File: config.mk
export PLATFORM = sky130hd
export DESIGN_NAME = shift_arbiter
export DESIGN_NICKNAME = d
export VERILOG_FILES = /design/src/rtl/shift_arb_pkg.sv /design/src/rtl/barrelshifter.sv /design/src/rtl/rr_arbiter.sv /design/src/rtl/shift_arbiter.sv
export SDC_FILE = /design/constraint.sdc
export NUM_CORES = 1
export LEC_CHECK = 0
export ABC_AREA = 1
export CORE_MARGIN = 2
export CORE_UTILIZATION = 40
export CTS_CLUSTER_DIAMETER = 60
export DETAILED_ROUTE_END_ITERATION = 8
export DONT_BUFFER_PORTS = 1
export SYNTH_ARGS = -nofsm -noshare
export SYNTH_HDL_FRONTEND = slang
export SYNTH_HIERARCHICAL = 1
export SYNTH_SLANG_ARGS = --single-unit
export TNS_END_PERCENT = 100
File: constraint.sdc
create_clock -name clk_in -period 6.4 [get_ports clk_in]
set_input_delay 0.96 -clock clk_in [delete_from_list [all_inputs] [get_ports clk_in]]
set_output_delay 0.96 -clock clk_in [all_outputs]
set_load 0.02 [all_outputs]
File: src/rtl/shift_arb_pkg.sv
// Shared types for the shift arbiter slice.
//   shift_op_e  : shifter opcodes. 011 and 111 also decode as ROR/ROL.
//   arb_state_e : occupancy of the one-deep response register.
//   rsp_flags_t : status flags carried with each captured result.
//   wrap_inc    : index + 1 modulo n, used for the round-robin pointer.
package shift_arb_pkg;

  typedef enum logic [2:0] {
    OP_LSR = 3'b000,
    OP_ASR = 3'b001,
    OP_ROR = 3'b010,
    OP_LSL = 3'b100,
    OP_ASL = 3'b101,
    OP_ROL = 3'b110
  } shift_op_e;

  typedef enum logic {
    EMPTY = 1'b0,
    FULL  = 1'b1
  } arb_state_e;

  typedef struct packed {
    logic zf;
    logic vf;
  } rsp_flags_t;

  function automatic int wrap_inc(input int idx, input int n);
    return (idx + 1 >= n) ? 0 : idx + 1;
  endfunction

endpackage

File: src/rtl/barrelshifter.sv
// Combinational barrel shifter with zero and overflow flags.
//   x_in  : operand
//   s_in  : shift amount, 0 .. D_SIZE-1
//   op_in : op[2] = left, op[1] = rotate, op[0] = arithmetic
//   y_out : result; zf_out : result is zero
//   vf_out: ASL only, a bit shifted out of the magnitude differs from the sign
module barrelshifter #(
  parameter int D_SIZE = 32
) (
  input  logic [D_SIZE-1:0]         x_in,
  input  logic [$clog2(D_SIZE)-1:0] s_in,
  input  logic [2:0]                op_in,
  output logic [D_SIZE-1:0]         y_out,
  output logic                      zf_out,
  output logic                      vf_out
);

  logic [D_SIZE-1:0] shl;
  logic [D_SIZE-1:0] rot_l;
  logic [D_SIZE-1:0] rot_r;

  always_comb begin
    shl   = x_in << s_in;
    // Rotates come out of a doubled copy of the operand.
    rot_r = D_SIZE'({x_in, x_in} >> s_in);
    rot_l = D_SIZE'(({x_in, x_in} << s_in) >> D_SIZE);
    y_out  = '0;
    vf_out = 1'b0;
    if (op_in[1]) begin
      y_out = op_in[2] ? rot_l : rot_r;
    end else if (!op_in[2]) begin
      y_out = op_in[0] ? $unsigned($signed(x_in) >>> s_in) : (x_in >> s_in);
    end else if (!op_in[0]) begin
      y_out = shl;
    end else begin
      // ASL keeps the sign bit; bits x[D-2 : D-1-s] leave the magnitude field.
      y_out = {x_in[D_SIZE-1], shl[D_SIZE-2:0]};
      for (int i = 0; i < D_SIZE - 1; i++) begin
        if ((i + int'(s_in) >= D_SIZE - 1) && (x_in[i] != x_in[D_SIZE-1])) begin
          vf_out = 1'b1;
        end
      end
    end
    zf_out = (y_out == '0);
  end

endmodule

File: src/rtl/rr_arbiter.sv
// Combinational round-robin pick: first asserted request at or above ptr_in,
// wrapping modulo N_REQ.
//   req_in    : request vector
//   ptr_in    : search start index
//   grant_out : one-hot grant (zero when nothing requests)
//   idx_out   : index of the granted request
//   any_out   : some request is present
module rr_arbiter
  import shift_arb_pkg::*;
#(
  parameter int N_REQ = 4
) (
  input  logic [N_REQ-1:0]         req_in,
  input  logic [$clog2(N_REQ)-1:0] ptr_in,
  output logic [N_REQ-1:0]         grant_out,
  output logic [$clog2(N_REQ)-1:0] idx_out,
  output logic                     any_out
);

  localparam int IW = $clog2(N_REQ);

  int            cand_i;
  logic [IW-1:0] cand;

  always_comb begin
    grant_out = '0;
    idx_out   = '0;
    any_out   = 1'b0;
    cand_i    = 0;
    cand      = '0;
    for (int k = 0; k < N_REQ; k++) begin
      cand_i = int'(ptr_in) + k;
      if (cand_i >= N_REQ) cand_i = cand_i - N_REQ;
      cand = IW'(cand_i);
      if (!any_out && req_in[cand]) begin
        any_out         = 1'b1;
        grant_out[cand] = 1'b1;
        idx_out         = cand;
      end
    end
  end

endmodule

File: src/rtl/shift_arbiter.sv
// Round-robin arbiter sharing one barrelshifter among N_REQ requesters,
// with a one-deep valid/ready result register.
//   clk_in, rst_in          : clock, synchronous active-high reset
//   req_valid_in/ready_out  : per-requester handshake (ready is one-hot or zero)
//   req_x_in/s_in/op_in     : packed per-requester payloads
//   rsp_valid_out/ready_in  : result handshake
//   rsp_id_out/y_out/zf_out/vf_out : captured result and owner
// Optional: SHIFT_ARB_PERF_EN adds xfer_cnt_out and stall_cnt_out counters.
module shift_arbiter
  import shift_arb_pkg::*;
#(
  parameter int D_SIZE = 32,
  parameter int N_REQ  = 4
) (
  input  logic                             clk_in,
  input  logic                             rst_in,
  input  logic [N_REQ-1:0]                 req_valid_in,
  output logic [N_REQ-1:0]                 req_ready_out,
  input  logic [N_REQ*D_SIZE-1:0]          req_x_in,
  input  logic [N_REQ*$clog2(D_SIZE)-1:0]  req_s_in,
  input  logic [N_REQ*3-1:0]               req_op_in,
  output logic                             rsp_valid_out,
  input  logic                             rsp_ready_in,
  output logic [$clog2(N_REQ)-1:0]         rsp_id_out,
  output logic [D_SIZE-1:0]                rsp_y_out,
  output logic                             rsp_zf_out,
`ifdef SHIFT_ARB_PERF_EN
  output logic [31:0]                      xfer_cnt_out,
  output logic [31:0]                      stall_cnt_out,
`endif
  output logic                             rsp_vf_out
);

  localparam int SW = $clog2(D_SIZE);
  localparam int IW = $clog2(N_REQ);

  arb_state_e        state_q, state_d;
  logic [IW-1:0]     ptr_q, ptr_d;
  logic [IW-1:0]     rsp_id_q, rsp_id_d;
  logic [D_SIZE-1:0] rsp_y_q, rsp_y_d;
  rsp_flags_t        rsp_flags_q, rsp_flags_d;

  logic [N_REQ-1:0]  gnt_oh;
  logic [IW-1:0]     gnt_idx;
  logic              gnt_any;
  logic              accept;
  logic              grant_fire;

  logic [D_SIZE-1:0] sh_x, sh_y;
  logic [SW-1:0]     sh_s;
  logic [2:0]        sh_op;
  logic              sh_zf, sh_vf;

  rr_arbiter #(.N_REQ(N_REQ)) u_rr (
    .req_in    (req_valid_in),
    .ptr_in    (ptr_q),
    .grant_out (gnt_oh),
    .idx_out   (gnt_idx),
    .any_out   (gnt_any)
  );

  // Payload mux with constant slice indices.
  always_comb begin
    sh_x  = '0;
    sh_s  = '0;
    sh_op = '0;
    for (int i = 0; i < N_REQ; i++) begin
      if (gnt_idx == IW'(i)) begin
        sh_x  = req_x_in[i*D_SIZE +: D_SIZE];
        sh_s  = req_s_in[i*SW +: SW];
        sh_op = req_op_in[i*3 +: 3];
      end
    end
  end

  barrelshifter #(.D_SIZE(D_SIZE)) u_shifter (
    .x_in   (sh_x),
    .s_in   (sh_s),
    .op_in  (sh_op),
    .y_out  (sh_y),
    .zf_out (sh_zf),
    .vf_out (sh_vf)
  );

  // A full register that is being drained can be refilled in the same cycle.
  assign accept        = !rst_in && ((state_q == EMPTY) || rsp_ready_in);
  assign grant_fire    = accept && gnt_any;
  assign req_ready_out = accept ? gnt_oh : '0;

  always_comb begin
    state_d     = state_q;
    ptr_d       = ptr_q;
    rsp_id_d    = rsp_id_q;
    rsp_y_d     = rsp_y_q;
    rsp_flags_d = rsp_flags_q;
    if (grant_fire) begin
      state_d        = FULL;
      ptr_d          = IW'(wrap_inc(int'(gnt_idx), N_REQ));
      rsp_id_d       = gnt_idx;
      rsp_y_d        = sh_y;
      rsp_flags_d.zf = sh_zf;
      rsp_flags_d.vf = sh_vf;
    end else if ((state_q == FULL) && rsp_ready_in) begin
      state_d = EMPTY;
    end
  end

  always_ff @(posedge clk_in) begin
    if (rst_in) begin
      state_q     <= EMPTY;
      ptr_q       <= '0;
      rsp_id_q    <= '0;
      rsp_y_q     <= '0;
      rsp_flags_q <= '0;
    end else begin
      state_q     <= state_d;
      ptr_q       <= ptr_d;
      rsp_id_q    <= rsp_id_d;
      rsp_y_q     <= rsp_y_d;
      rsp_flags_q <= rsp_flags_d;
    end
  end

  assign rsp_valid_out = (state_q == FULL);
  assign rsp_id_out    = rsp_id_q;
  assign rsp_y_out     = rsp_y_q;
  assign rsp_zf_out    = rsp_flags_q.zf;
  assign rsp_vf_out    = rsp_flags_q.vf;

`ifdef SHIFT_ARB_PERF_EN
  logic [31:0] xfer_cnt_q, xfer_cnt_d;
  logic [31:0] stall_cnt_q, stall_cnt_d;

  always_comb begin
    xfer_cnt_d  = xfer_cnt_q;
    stall_cnt_d = stall_cnt_q;
    if (state_q == FULL) begin
      if (rsp_ready_in) xfer_cnt_d  = xfer_cnt_q + 32'd1;
      else              stall_cnt_d = stall_cnt_q + 32'd1;
    end
  end

  always_ff @(posedge clk_in) begin
    if (rst_in) begin
      xfer_cnt_q  <= '0;
      stall_cnt_q <= '0;
    end else begin
      xfer_cnt_q  <= xfer_cnt_d;
      stall_cnt_q <= stall_cnt_d;
    end
  end

  assign xfer_cnt_out  = xfer_cnt_q;
  assign stall_cnt_out = stall_cnt_q;
`endif

endmodule
==> results.md <==
* Status: completed
* R2R Setup Slk at 0.45 ns
* Vias in the first global route at roughly 13k
* Syn_area_per_cell at 5.16 µm²
* Sequential area share after synthesis at 7.48%
* Worst hold stages at 2
* Final GP Congestion at 1.05
* Number of H-tree levels at 2
* Final net count at around 2.1k
* Critical Path Fanout Max at 44
* Critical Path RT at between 6 and 7 ns
* Share of layout cells above drive strength 1 at approximately a tenth
* CP arrival at a little over 6 ns
* Starting Density at around two fifths
* Final Cell Area at between 0.01 and 0.015 mm²
* CP peak stage delay at between 0.5 and 0.6 ns
* Hold worst-path end: rsp_y_out[6]
* Layer with the highest usage: met2
* Initial antenna violation count at 0
* Area of the multi-input gates at approximately 0.0085 mm²
* Final setup viols at 0
* Mapped Nets at 2211
* Detailed Route Iter0 Violations at ~1.9k
* Most common cell after layout, fill and taps aside: nand2_1
* CTS tree: yes
* Fillers at between 2k and 3k
* Vias/cell at roughly 6.1
* #FFs+latches synth at 39
* Hpwl dp at ~38000 µm
* Layout area overhead at 1.22%
* Relative slew slack at roughly 32%
* ANT cells at 0
* Storage element area at around 800 µm²
* Post-cts resize count at 0
* Mapped cell area at approximately 0.010 mm²
* CTS clock-pin slew for the worst setup and hold paths at 0.06 ns
* Setup WS post-layout at 0.450 ns
* CTS Root Cell: clkbuf_16
* Mapped Cells at around 2k
* Crit. End Element: flop
* WL/cell at 21.5 µm
* Period utilisation layout at between 90% and 100%
* Worst Tran Pin Value at just over 1 ns
* DRT Pass-1 Iters at 9
* R2R depth at 29
* R2R Path Start: ptr_q[0]
* Critical R2R Capture: rsp_vf_out
* M3 GR Usage at around 6%
* Die H at 166 µm
* TritonCTS Buffers at 5
* Die W at 166 µm
* CTS Hold Buffers Added at 0
* Type of the worst setup path: flop to flop
* Rows at 59
* Number of port buffers at 0
* Final hold viol count at 0
* Worst setup path start: ptr_q[0]
* Routed vias at roughly 14k
* Placed instance area at approximately 0.010 mm²
* First-pass GRT wire length at 73800 µm
* Routed Antenna Nets at 0
* Most frequent cells in the layout: nand2_1 (682), nand3_1 (428), nor2_1 (191), inv_1 (106), a21oi_1 (97)
* Fin Hold WS at roughly 0.57 ns
* Clock Skew at between 0.008 and 0.009 ns
* Setup repair bufs after CTS at 0
* GRT Util Overall at 35.2%
* Max-cap violations at 0
* Die footprint at about 0.027 mm²
* Core Area at 0.0258 mm²
* Longest Clk Path Bufs at 2
* HP Start: rsp_y_out[6]
* Clock sink total at 39
* Fin Setup TNS at 0 ns
* Largest net degree at the start of global routing at 85
* Residual DRC at 0
* RSZ-0062 raised after global routing: no
* Final Max Slew Viols at 0
* Drt total wl at about 50000 µm
* Worst hold path type: flop to flop
* Number of top-level pins at ~210
* Ys Warns at 6
* Met2 Usage GRT at between 50% and 60%
* Dpl ws at about 0.66 ns
* Slowest CP cell: dfxtp_1
* Max Clk Rate at 0.168 GHz
* CP startpoint kind: flop
* Period minus WS final at 5.95 ns
* Final global-route overflow total at 0
* Worst-skew pair later-pin latency at ~0.29 ns
* M1 GR Usage at 45.2%
* Unique masters post-synth at 49
==> state kept, by name, summed over array words and instances (netlist names) <==
signal         flops
rsp_valid_out      1
rsp_id_out         2
rsp_y_out         32
rsp_zf_out         1
ptr_q              2
rsp_vf_out         1
==> per-layer routing <==
metal | vias to the layer above | wire, µm
met1 | 6269 | 19200
met3 | 189 | 5310
met4 | 0 | 3230
met5 | - | 0
met2 | 878 | 21000
li1 | 6466 | -
==> critical path: cells and delay by family, from the launching register on <==
kind	cells	cell delay, ns
fa+ha+maj	2	0.63
simple gates	12	1.88
compound gates	6	0.99
xor+xnor	1	0.22
buf+inv	8	1.58
flops	1	0.54
==> worst max-delay path by stage <==
stage,endpoint,cells after the start,slack [ns]
floorplan,rsp_vf_out,31,1.80
global placement,rsp_vf_out,31,0.80
detailed placement,rsp_vf_out,31,0.66
CTS,rsp_vf_out,31,0.62
global route,rsp_vf_out,31,0.02
finish,rsp_vf_out,29,0.45
==> per-stage QoR <==
step	utilization, %	cells
2_1_floorplan	-	2021
3_3_place_gp	40.3	2255
3_5_place_dp	40.3	2255
4_1_cts	40.9	2263
5_1_grt	40.9	2263
6_report	40.9	2263
==> layout make-up <==
class,count,area share (%)
Sequential cell,39,7.39
Inverter,114,4.08
Multi-Input combinational cell,1735,80.2
Timing Repair Buffer,32,2.99
Clock inverter,2,0.118
Clock buffer,6,1.22
Tap cell,335,3.97
==> synth_stat cells (all sizes together) <==
| library cell | count | area (µm²) |
|---|---|---|
| nor4 | 2 | 12.5 |
| dfxtp | 39 | 781 |
| ha | 23 | 288 |
| o22ai | 5 | 31.3 |
| xor2 | 28 | 245 |
| o21a | 3 | 22.5 |
| inv | 113 | 427 |
| and2 | 3 | 18.8 |
| nor3 | 3 | 20.0 |
| xnor2 | 3 | 26.3 |
| nand3 | 468 | 2560 |
| o2bb2ai | 1 | 8.76 |
| clkinv | 1 | 3.75 |
| a221oi | 1 | 8.76 |
| o31ai | 2 | 15.0 |
| nand4 | 24 | 150 |
| a21oi | 97 | 485 |
| a22oi | 5 | 37.5 |
| a211oi | 1 | 7.51 |
| or2 | 9 | 56.3 |
| clkbuf | 27 | 104 |
| a2bb2oi | 1 | 8.76 |
| o211ai | 10 | 75.1 |
| nor2 | 195 | 752 |
| and3b | 1 | 8.76 |
| o21ai | 108 | 653 |
| a22o | 1 | 8.76 |
| buf | 106 | 657 |
| nand2 | 734 | 2910 |
| a21boi | 6 | 45.0 |
| o2111ai | 1 | 8.76 |
==> cells by family after synthesis <==
| logic type | Yosys count | share of synthesized area, % |
|---|---|---|
| flip-flops | 39 | 7.48 |
| XOR/XNOR | 31 | 2.60 |
| buffers and inverters | 247 | 11.4 |
| AO/OA/AOI/OAI | 242 | 13.6 |
| AND/OR/NAND/NOR | 1439 | 62.2 |
| adder cells (fa/ha/maj) | 23 | 2.76 |
Power is not shown: default switching activity piles up to over one toggle a cycle in this logic, so the estimate is an artifact.
